`src/rtl/mmc_init_sequencer.sv`:
```
// mmc_init_sequencer
//   Drives the SPI-mode MMC/SD power-up sequence. It sends P_DUMMY_BYTES
//   0xFF bytes with CS deasserted, then runs CMD0 once. It then repeats CMD1
//   until the card reports ready or P_CMD1_RETRY attempts have been used.
//   This block owns the single MMC byte-transfer interface. It forwards the
//   REQ/CS/DATA of whichever command sub-layer is currently active.
//
// Ports
//   iCLOCK, inRESET (sync, active low), iRESET_SYNC (sync soft reset, high)
//   iINIT_START                start / restart pulse (IDLE, DONE, ERROR only)
//   oINIT_BUSY/DONE/ERROR      sequence status; DONE and ERROR are sticky
//   oRETRY_COUNT               CMD1 attempts completed (saturating)
//   oCMD0_START, iCMD0_END, iCMD0_REQ/CS/DATA    CMD0 sub-layer handshake + bus
//   oCMD1_START, iCMD1_END, iCMD1_IDLE, iCMD1_REQ/CS/DATA  CMD1 sub-layer
//   oMMC_REQ/CS/DATA, iMMC_BUSY                  MMC byte layer
module mmc_init_sequencer #(
  parameter int P_DUMMY_BYTES = 10,
  parameter int P_CMD1_RETRY  = 1000,
  parameter int P_RETRY_W     = 16
) (
  input  logic                 iCLOCK,
  input  logic                 inRESET,
  input  logic                 iRESET_SYNC,
  input  logic                 iINIT_START,
  output logic                 oINIT_BUSY,
  output logic                 oINIT_DONE,
  output logic                 oINIT_ERROR,
  output logic [P_RETRY_W-1:0] oRETRY_COUNT,
  output logic                 oCMD0_START,
  input  logic                 iCMD0_END,
  input  logic                 iCMD0_REQ,
  input  logic                 iCMD0_CS,
  input  logic [7:0]           iCMD0_DATA,
  output logic                 oCMD1_START,
  input  logic                 iCMD1_END,
  input  logic                 iCMD1_IDLE,
  input  logic                 iCMD1_REQ,
  input  logic                 iCMD1_CS,
  input  logic [7:0]           iCMD1_DATA,
  output logic                 oMMC_REQ,
  input  logic                 iMMC_BUSY,
  output logic                 oMMC_CS,
  output logic [7:0]           oMMC_DATA
);

  localparam int DUMMY_W = (P_DUMMY_BYTES < 1) ? 1 : $clog2(P_DUMMY_BYTES + 1);
  localparam logic [DUMMY_W-1:0]   DUMMY_MAX = DUMMY_W'(P_DUMMY_BYTES);
  localparam logic [DUMMY_W-1:0]   DUMMY_ONE = DUMMY_W'(1);
  localparam logic [DUMMY_W-1:0]   DUMMY_ZERO = DUMMY_W'(0);
  localparam logic [P_RETRY_W-1:0] RETRY_MAX = P_RETRY_W'(P_CMD1_RETRY);
  localparam logic [P_RETRY_W-1:0] RETRY_ONE = P_RETRY_W'(1);
  localparam logic [P_RETRY_W-1:0] RETRY_ZERO = P_RETRY_W'(0);

  typedef enum logic [2:0] {
    ST_IDLE     = 3'd0,
    ST_DUMMY    = 3'd1,
    ST_C0_START = 3'd2,
    ST_C0_WAIT  = 3'd3,
    ST_C1_START = 3'd4,
    ST_C1_WAIT  = 3'd5,
    ST_DONE     = 3'd6,
    ST_ERROR    = 3'd7
  } state_t;

  state_t               state_r;
  logic [DUMMY_W-1:0]   dummy_cnt_r;
  logic [P_RETRY_W-1:0] retry_cnt_r;
  logic                 done_r;
  logic                 error_r;
  logic                 busy_r;
  logic                 cmd0_start_r;
  logic                 cmd1_start_r;

  logic                 dummy_req_s;
  logic [P_RETRY_W-1:0] retry_inc_s;
  logic                 mmc_req_s;
  logic                 mmc_cs_s;
  logic [7:0]           mmc_data_s;

  // A dummy byte is requested only while the byte layer is free and bytes remain.
  assign dummy_req_s = (state_r == ST_DUMMY) && !iMMC_BUSY && (dummy_cnt_r < DUMMY_MAX);

  // Saturating attempt counter value after the current CMD1 completes.
  always_comb begin
    retry_inc_s = retry_cnt_r;
    if (retry_cnt_r < RETRY_MAX) begin
      retry_inc_s = retry_cnt_r + RETRY_ONE;
    end else begin
      retry_inc_s = retry_cnt_r;
    end
  end

  // Sequencer FSM with counters, sticky flags and registered status/start outputs.
  // The start pulses and busy flag are loaded with the value of the state being
  // entered, so they line up exactly with the corresponding state.
  always_ff @(posedge iCLOCK) begin
    if (!inRESET || iRESET_SYNC) begin
      state_r      <= ST_IDLE;
      dummy_cnt_r  <= DUMMY_ZERO;
      retry_cnt_r  <= RETRY_ZERO;
      done_r       <= 1'b0;
      error_r      <= 1'b0;
      busy_r       <= 1'b0;
      cmd0_start_r <= 1'b0;
      cmd1_start_r <= 1'b0;
    end else begin
      cmd0_start_r <= 1'b0;
      cmd1_start_r <= 1'b0;
      case (state_r)
        ST_IDLE, ST_DONE, ST_ERROR: begin
          if (iINIT_START) begin
            state_r     <= ST_DUMMY;
            dummy_cnt_r <= DUMMY_ZERO;
            retry_cnt_r <= RETRY_ZERO;
            done_r      <= 1'b0;
            error_r     <= 1'b0;
            busy_r      <= 1'b1;
          end else begin
            state_r <= state_r;
          end
        end
        ST_DUMMY: begin
          if (dummy_req_s) begin
            dummy_cnt_r <= dummy_cnt_r + DUMMY_ONE;
          end else if (dummy_cnt_r == DUMMY_MAX) begin
            state_r      <= ST_C0_START;
            cmd0_start_r <= 1'b1;
          end else begin
            state_r <= ST_DUMMY;
          end
        end
        ST_C0_START: begin
          state_r <= ST_C0_WAIT;
        end
        ST_C0_WAIT: begin
          if (iCMD0_END) begin
            state_r      <= ST_C1_START;
            cmd1_start_r <= 1'b1;
          end else begin
            state_r <= ST_C0_WAIT;
          end
        end
        ST_C1_START: begin
          state_r <= ST_C1_WAIT;
        end
        ST_C1_WAIT: begin
          if (iCMD1_END) begin
            retry_cnt_r <= retry_inc_s;
            if (!iCMD1_IDLE) begin
              state_r <= ST_DONE;
              done_r  <= 1'b1;
              busy_r  <= 1'b0;
            end else if (retry_inc_s < RETRY_MAX) begin
              state_r      <= ST_C1_START;
              cmd1_start_r <= 1'b1;
            end else begin
              state_r <= ST_ERROR;
              error_r <= 1'b1;
              busy_r  <= 1'b0;
            end
          end else begin
            state_r <= ST_C1_WAIT;
          end
        end
        default: begin
          state_r <= ST_IDLE;
          busy_r  <= 1'b0;
        end
      endcase
    end
  end

  // Byte-interface mux: dummy bytes, the active sub-layer, or the idle bus.
  always_comb begin
    mmc_req_s  = 1'b0;
    mmc_cs_s   = 1'b1;
    mmc_data_s = 8'hFF;
    case (state_r)
      ST_DUMMY: begin
        mmc_req_s = dummy_req_s;
      end
      ST_C0_WAIT: begin
        mmc_req_s  = iCMD0_REQ;
        mmc_cs_s   = iCMD0_CS;
        mmc_data_s = iCMD0_DATA;
      end
      ST_C1_WAIT: begin
        mmc_req_s  = iCMD1_REQ;
        mmc_cs_s   = iCMD1_CS;
        mmc_data_s = iCMD1_DATA;
      end
      default: begin
        mmc_req_s  = 1'b0;
        mmc_cs_s   = 1'b1;
        mmc_data_s = 8'hFF;
      end
    endcase
  end

  assign oMMC_REQ     = mmc_req_s;
  assign oMMC_CS      = mmc_cs_s;
  assign oMMC_DATA    = mmc_data_s;
  assign oINIT_BUSY   = busy_r;
  assign oINIT_DONE   = done_r;
  assign oINIT_ERROR  = error_r;
  assign oRETRY_COUNT = retry_cnt_r;
  assign oCMD0_START  = cmd0_start_r;
  assign oCMD1_START  = cmd1_start_r;

endmodule

```
`config.mk`:
```
export PLATFORM = sky130hd
export DESIGN_NAME = mmc_init_sequencer
export DESIGN_NICKNAME = d
export VERILOG_FILES = /design/src/rtl/mmc_init_sequencer.sv
export SDC_FILE = /design/constraint.sdc
export NUM_CORES = 1
export LEC_CHECK = 0
export ABC_AREA = 1
export ABC_CLOCK_PERIOD_IN_PS = 4700
export CORE_MARGIN = 5
export CORE_UTILIZATION = 49
export DETAILED_ROUTE_END_ITERATION = 12
export GPL_ROUTABILITY_DRIVEN = 0
export GPL_TIMING_DRIVEN = 0
export PLACE_DENSITY = 0.85
export REMOVE_ABC_BUFFERS = 1
export SYNTH_ARGS = -nofsm -noshare
export SYNTH_HDL_FRONTEND = slang
export SYNTH_SLANG_ARGS = --single-unit
```
`constraint.sdc`:
```
create_clock -name iCLOCK -period 4.7 [get_ports iCLOCK]
set_clock_uncertainty 0.2 [all_clocks]
set_input_delay 0.94 -clock iCLOCK [delete_from_list [all_inputs] [get_ports iCLOCK]]
set_output_delay 0.94 -clock iCLOCK [all_outputs]
set_load 0.05 [all_outputs]
```
# Yosys cells after proc, flatten, opt, wreduce, memory -nomap -nowiden
# Index checks and enable logic that the tools add are counted.
word_totals:
  register_bits: 28
  latchBits: 0
  ram_bits: 0
  romBits: 0
  inputBits: 28
  word_cells: 83
  memories: 0
op_classes:
  addsub: 2
  mul: 0
  n_div: 0
  n_lt_le_gt_ge: 3
  n_eq_ne: 16
  n_shift: 0
  mux: 37
  bitwise: 1
  reduce_logical: 16
ops:
  columns: ["cell", "count"]
  rows:
  - ["$mux 16", 3]
  - ["$lt 16x10->1 const B", 2]
  - ["$pmux 16 s2", 1]
  - ["$pmux 3 s6", 1]
  - ["$add 16x1->16 const B", 1]
  - ["$pmux 8 s2", 1]
  - ["$mux 1", 15]
  - ["$ne 2x2->1 const B", 7]
  - ["$eq 3x3->1 const B", 4]
  - ["$mux 3", 4]
  - ["$pmux 1 s2", 5]
  - ["$mux 4", 2]
  - ["$pmux 4 s2", 1]
  - ["$reduce_and 4->1", 2]
  - ["$eq 3x2->1 const B", 2]
  - ["$mux 2", 3]
  - ["$reduce_and 3->1", 2]
  - ["$reduce_or 3->1", 2]
  - ["$reduce_and 5->1", 1]
  - ["$add 4x1->4 const B", 1]
  - ["$eq 4x4->1 const B", 1]
  - ["$lt 4x4->1 const B", 1]
  - ["$reduce_bool 2->1", 2]
  - ["$eq 3x1->1 const B", 1]
  - ["8 further kinds", 10]

# Depth between registers and ports, before layout
depth:
  word_depth: 7
  ltp_mapped: 16

# Least setup slack after synthesis
# No wires, ideal clock.
synth_path:
  path_kind: "register to output"
  from: "register state_r[0]"
  to: "output oMMC_REQ"
  arrival_time_ns: 1.563
  setup_slack_ns: 1.997
  stages_incl_launch_ff: 9
  path_cell_list: "dfxtp_1 inv_2 nor2_2 inv_2 nor2_1 buf_2 buf_1 nand2_1 nand3_1"
synth_via:
  elab_chain_cells: 4
  elab_cells_between_ends: 6
  cone_classes: "eq/ne (3); mux (1); reduce/logical (2)"
synth_lines:
  columns: ["element", "line", "rtl"]
  rows:
  - ["start: declaration", "65", "state_t state_r;"]
  - ["start signal: assignment", "119", "state_r <= state_r;"]
  - ["$eq 3x1->1", "81, 178", null]
  - ["$logic_and 1x1->1 (2 in series)", "81", "assign dummy_req_s = (state_r == ST_DUMMY) && !iMMC_BUSY && (dummy_cnt_r < DUMMY_MAX);"]
  - ["$pmux 1 s3 *", "178", "case (state_r)"]
  - ["end: declaration", "40", "output logic oMMC_REQ,"]
# Mark *: on every way between the ends. The rest lies on a longest branch, timed or not.

# Final worst setup path
layout_path:
  from: "register state_r[0]"
  to: "output oMMC_CS"
layout_via:
  elab_chain_cells: 2
  elab_cells_between_ends: 3
  cone_classes: "eq/ne (2); mux (1)"
layout_lines:
  columns: ["element", "line", "rtl"]
  rows:
  - ["$eq 3x3->1 or $eq 3x2->1 (tied branches)", "178", null]
  - ["$pmux 1 s2 *", "178", null]
  - ["end: declaration", "42", "output logic oMMC_CS,"]
# Marks and branches as above.

==> out/metrics.cfg <==
[setup_path]
worstSetupPathType = reg -> out
cp.arrival_ps = 2850
path_cells = inv_2 > nor2_2 > inv_2 > nor2_1 > nand2_1 > nand3_1 > clkdlybuf4s50_1
path_buf_inv = 3
slowest_delay_ps = 870
crit_top_cell = inv_2
cpMaxStageDelayCell = nor2_1
critPathLaunchType = flip-flop
cp_data_required_time_ps = 3560
crit_family = simple AND/OR/NAND/NOR gates
worstPathMaxFanout = 20
end_kind = output port

[finish]
multi_input_area_um2 = 997
nets = 359
diodes = 0
regArea_um2 = 561
fillers = 313
syn_to_final_growth_pct = 36.2
utilization_pct = 70.0
drive_gt1_share_pct = 9.79

[timing]
rsz0062_at_grt = false
finalMaxSlewViolations = 0
holdWs_ps = 278
hold_viol_final = 0
period_minus_slack_ps = 3990
setup_ws_ps = 708
max_slew_margin_pct = 22.1
finalCritPeriodShare_pct = 84.9
fin_setup_tns_ps = 0
setup-violations-final = 0
fmax_mhz = 250
worst_slew_pin_slew_ps = 1160

[global_route]
grt_pass1_wl_um = 6840
gr-usage-met2_pct = 30.7
grt_max_degree = 21
met1_usage_pct = 18.9
busiest_layer = met2
antenna_found_initial = 0
use_met3_pct = 3.91
track_usage_pct = 16.3
grt_pass1_vias = 1666
grt-ovfl-total = 0

[floorplanning]
core_um2 = 3390
row_count = 21
die_h_um = 69.6
dieArea_um2 = 4840
pin_count = 59
start_util_pct = 51.3
die_width_um = 69.6

[detailed_routing]
wl_um = 4090
viasPerCell = 5.02
drc = 0
dr.pass1.iters = 4
avgRoutedWirePerCell_um = 11.0
via_count = 1872
drt_iter0_drc = 67
ant_nets = 0

[synth]
synthArstFlopShare_pct = 0
synth_area_leaders = dfxtp_1 (32%), nand2_1 (17%), nand3_1 (6.9%)
synthesis.area_um2 = 1740
synth_top_area_share_pct = 32.2
avgSynthCellArea_um2 = 6.38
synth_cells = 273
synth_commonest_cells = nand2_1 (77), inv_1 (30), dfxtp_1 (28)
synth.distinct_cells = 30
yosysMostFrequentCell = nand2_1
yosys_warnings = 0
ys_ff_latch = 28
synth-edff-count = 0
synth_top_area_cell = dfxtp_1
yosysSeqAreaShare_pct = 32.2
synth_flop_cell = dfxtp_1

[pwr]
ir_drop_uv = 156
p_leak_nw = 0.904
total_power_uw = 411
power.density_nw_per_um2 = 174

[cts]
cts_tree = built
clock_latency_ps = 320
clkTransAtPathRegs_ps = 140
cts_buffers = 3
cts_root_buf = clkbuf_4
cts_htree_levels = 1
post_cts_buffers = 0
cts_num_sinks = 28
cts_buffer_depth = 2
cts_resized = 0
cts_hold_buf = 0

[placement]
place_worst_setup_slack_ps = 1060
dp_hpwl_um = 3300
port_buffers = 58

[hold_path]
min-delay-path-class = reg -> reg

[flow_run]
cap_violations = 0

[run_status]
status = completed

[layout by cell type (no fill, tap or decap)]
cell             netlist  routed
or2_1                  1       1
a2111oi_0              1       1
nor2_4                 4       4
a31oi_1                1       1
and3_1                 1       1
nor2_2                 6       6
a211oi_1               4       4
o21bai_1               1       1
clkinv_1               1       1
a21oi_2                1       1
o21ai_0                7       7
xor2_1                 1       1
clkbuf_4               0       3
nor3_1                 3       3
clkbuf_8               0       1
ha_1                   3       3
a21oi_1               20      20
inv_1                 30      30
nand2_2                6       6
clkdlybuf4s50_1        0      58
nand2_4                2       2
nor2_1                27      27
nand2_1               77      77
dfxtp_1               28      28
nand4_1                7       7
inv_2                  6       6
nand3_1               24      24
nand3_2                3       3
[cell type report]
| class | count | area share (%) |
|---|---|---|
| flip-flops and latches | 28 | 23.6 |
| repair buffers | 58 | 24.5 |
| clock buffers | 4 | 1.53 |
| well taps | 46 | 2.43 |
| multi-input cells | 200 | 42.1 |
| inverters | 37 | 5.86 |
[power by group]
group          internal (mW)  switching (mW)  total (mW)
Combinational         0.0277          0.0286      0.0563
Clock                 0.0474          0.0668       0.114
Sequential             0.239         0.00156       0.241
[worst register-to-register path: cells and delay by family (launching register included)]
kind | cells | cell delay (ps)
flip-flops | 1 | 400
buffers and inverters | 5 | 460
AND/OR/NAND/NOR | 7 | 1820
[worst paths after layout]
check / startpoint / to / slack (ps) / cells past startpoint
worst max-delay path: state_r[0] / oMMC_CS / 710 / 7
worst min-delay path: oRETRY_COUNT[10] / oRETRY_COUNT[10] / 280 / 2
worst max register to register: state_r[0] / oRETRY_COUNT[2] / 1760 / 12
worst min register to register: oRETRY_COUNT[10] / oRETRY_COUNT[10] / 280 / 2
[sequential cells by signal, indices dropped and copies added (netlist names)]
register and count:
oINIT_ERROR 1, oINIT_BUSY 1, oRETRY_COUNT 16, oCMD1_START 1, oCMD0_START 1, dummy_cnt_r 4
oINIT_DONE 1, state_r 3
[layer usage]
| metal | part of all wire, % | routed length (µm) |
|---|---|---|
| met4 | 0.69 | 28 |
| met2 | 49 | 1980 |
| met5 | 0 | 0 |
| met1 | 43 | 1770 |
| met3 | 7.4 | 302 |
[stage by stage]
stage | cells | instance area [µm²]
2_1_floorplan | 265 | 1700
3_3_place_gp | 369 | 2330
3_5_place_dp | 369 | 2330
4_1_cts | 373 | 2370
5_1_grt | 373 | 2370
6_report | 373 | 2370
[logic make-up (layout without fill, tap and decap cells)]
family	count (synthesis)	after routing	share of synthesized area [%]
adder cells (fa/ha/maj)	3	3	2.16
XOR/XNOR	1	1	0.503
AND/OR/NAND/NOR	161	161	43.4
AO/OA/AOI/OAI	35	35	11.3
buffers and inverters	45	99	10.5
flip-flops	28	28	32.2
No activity file was read; power rests on OpenSTA's default activity.
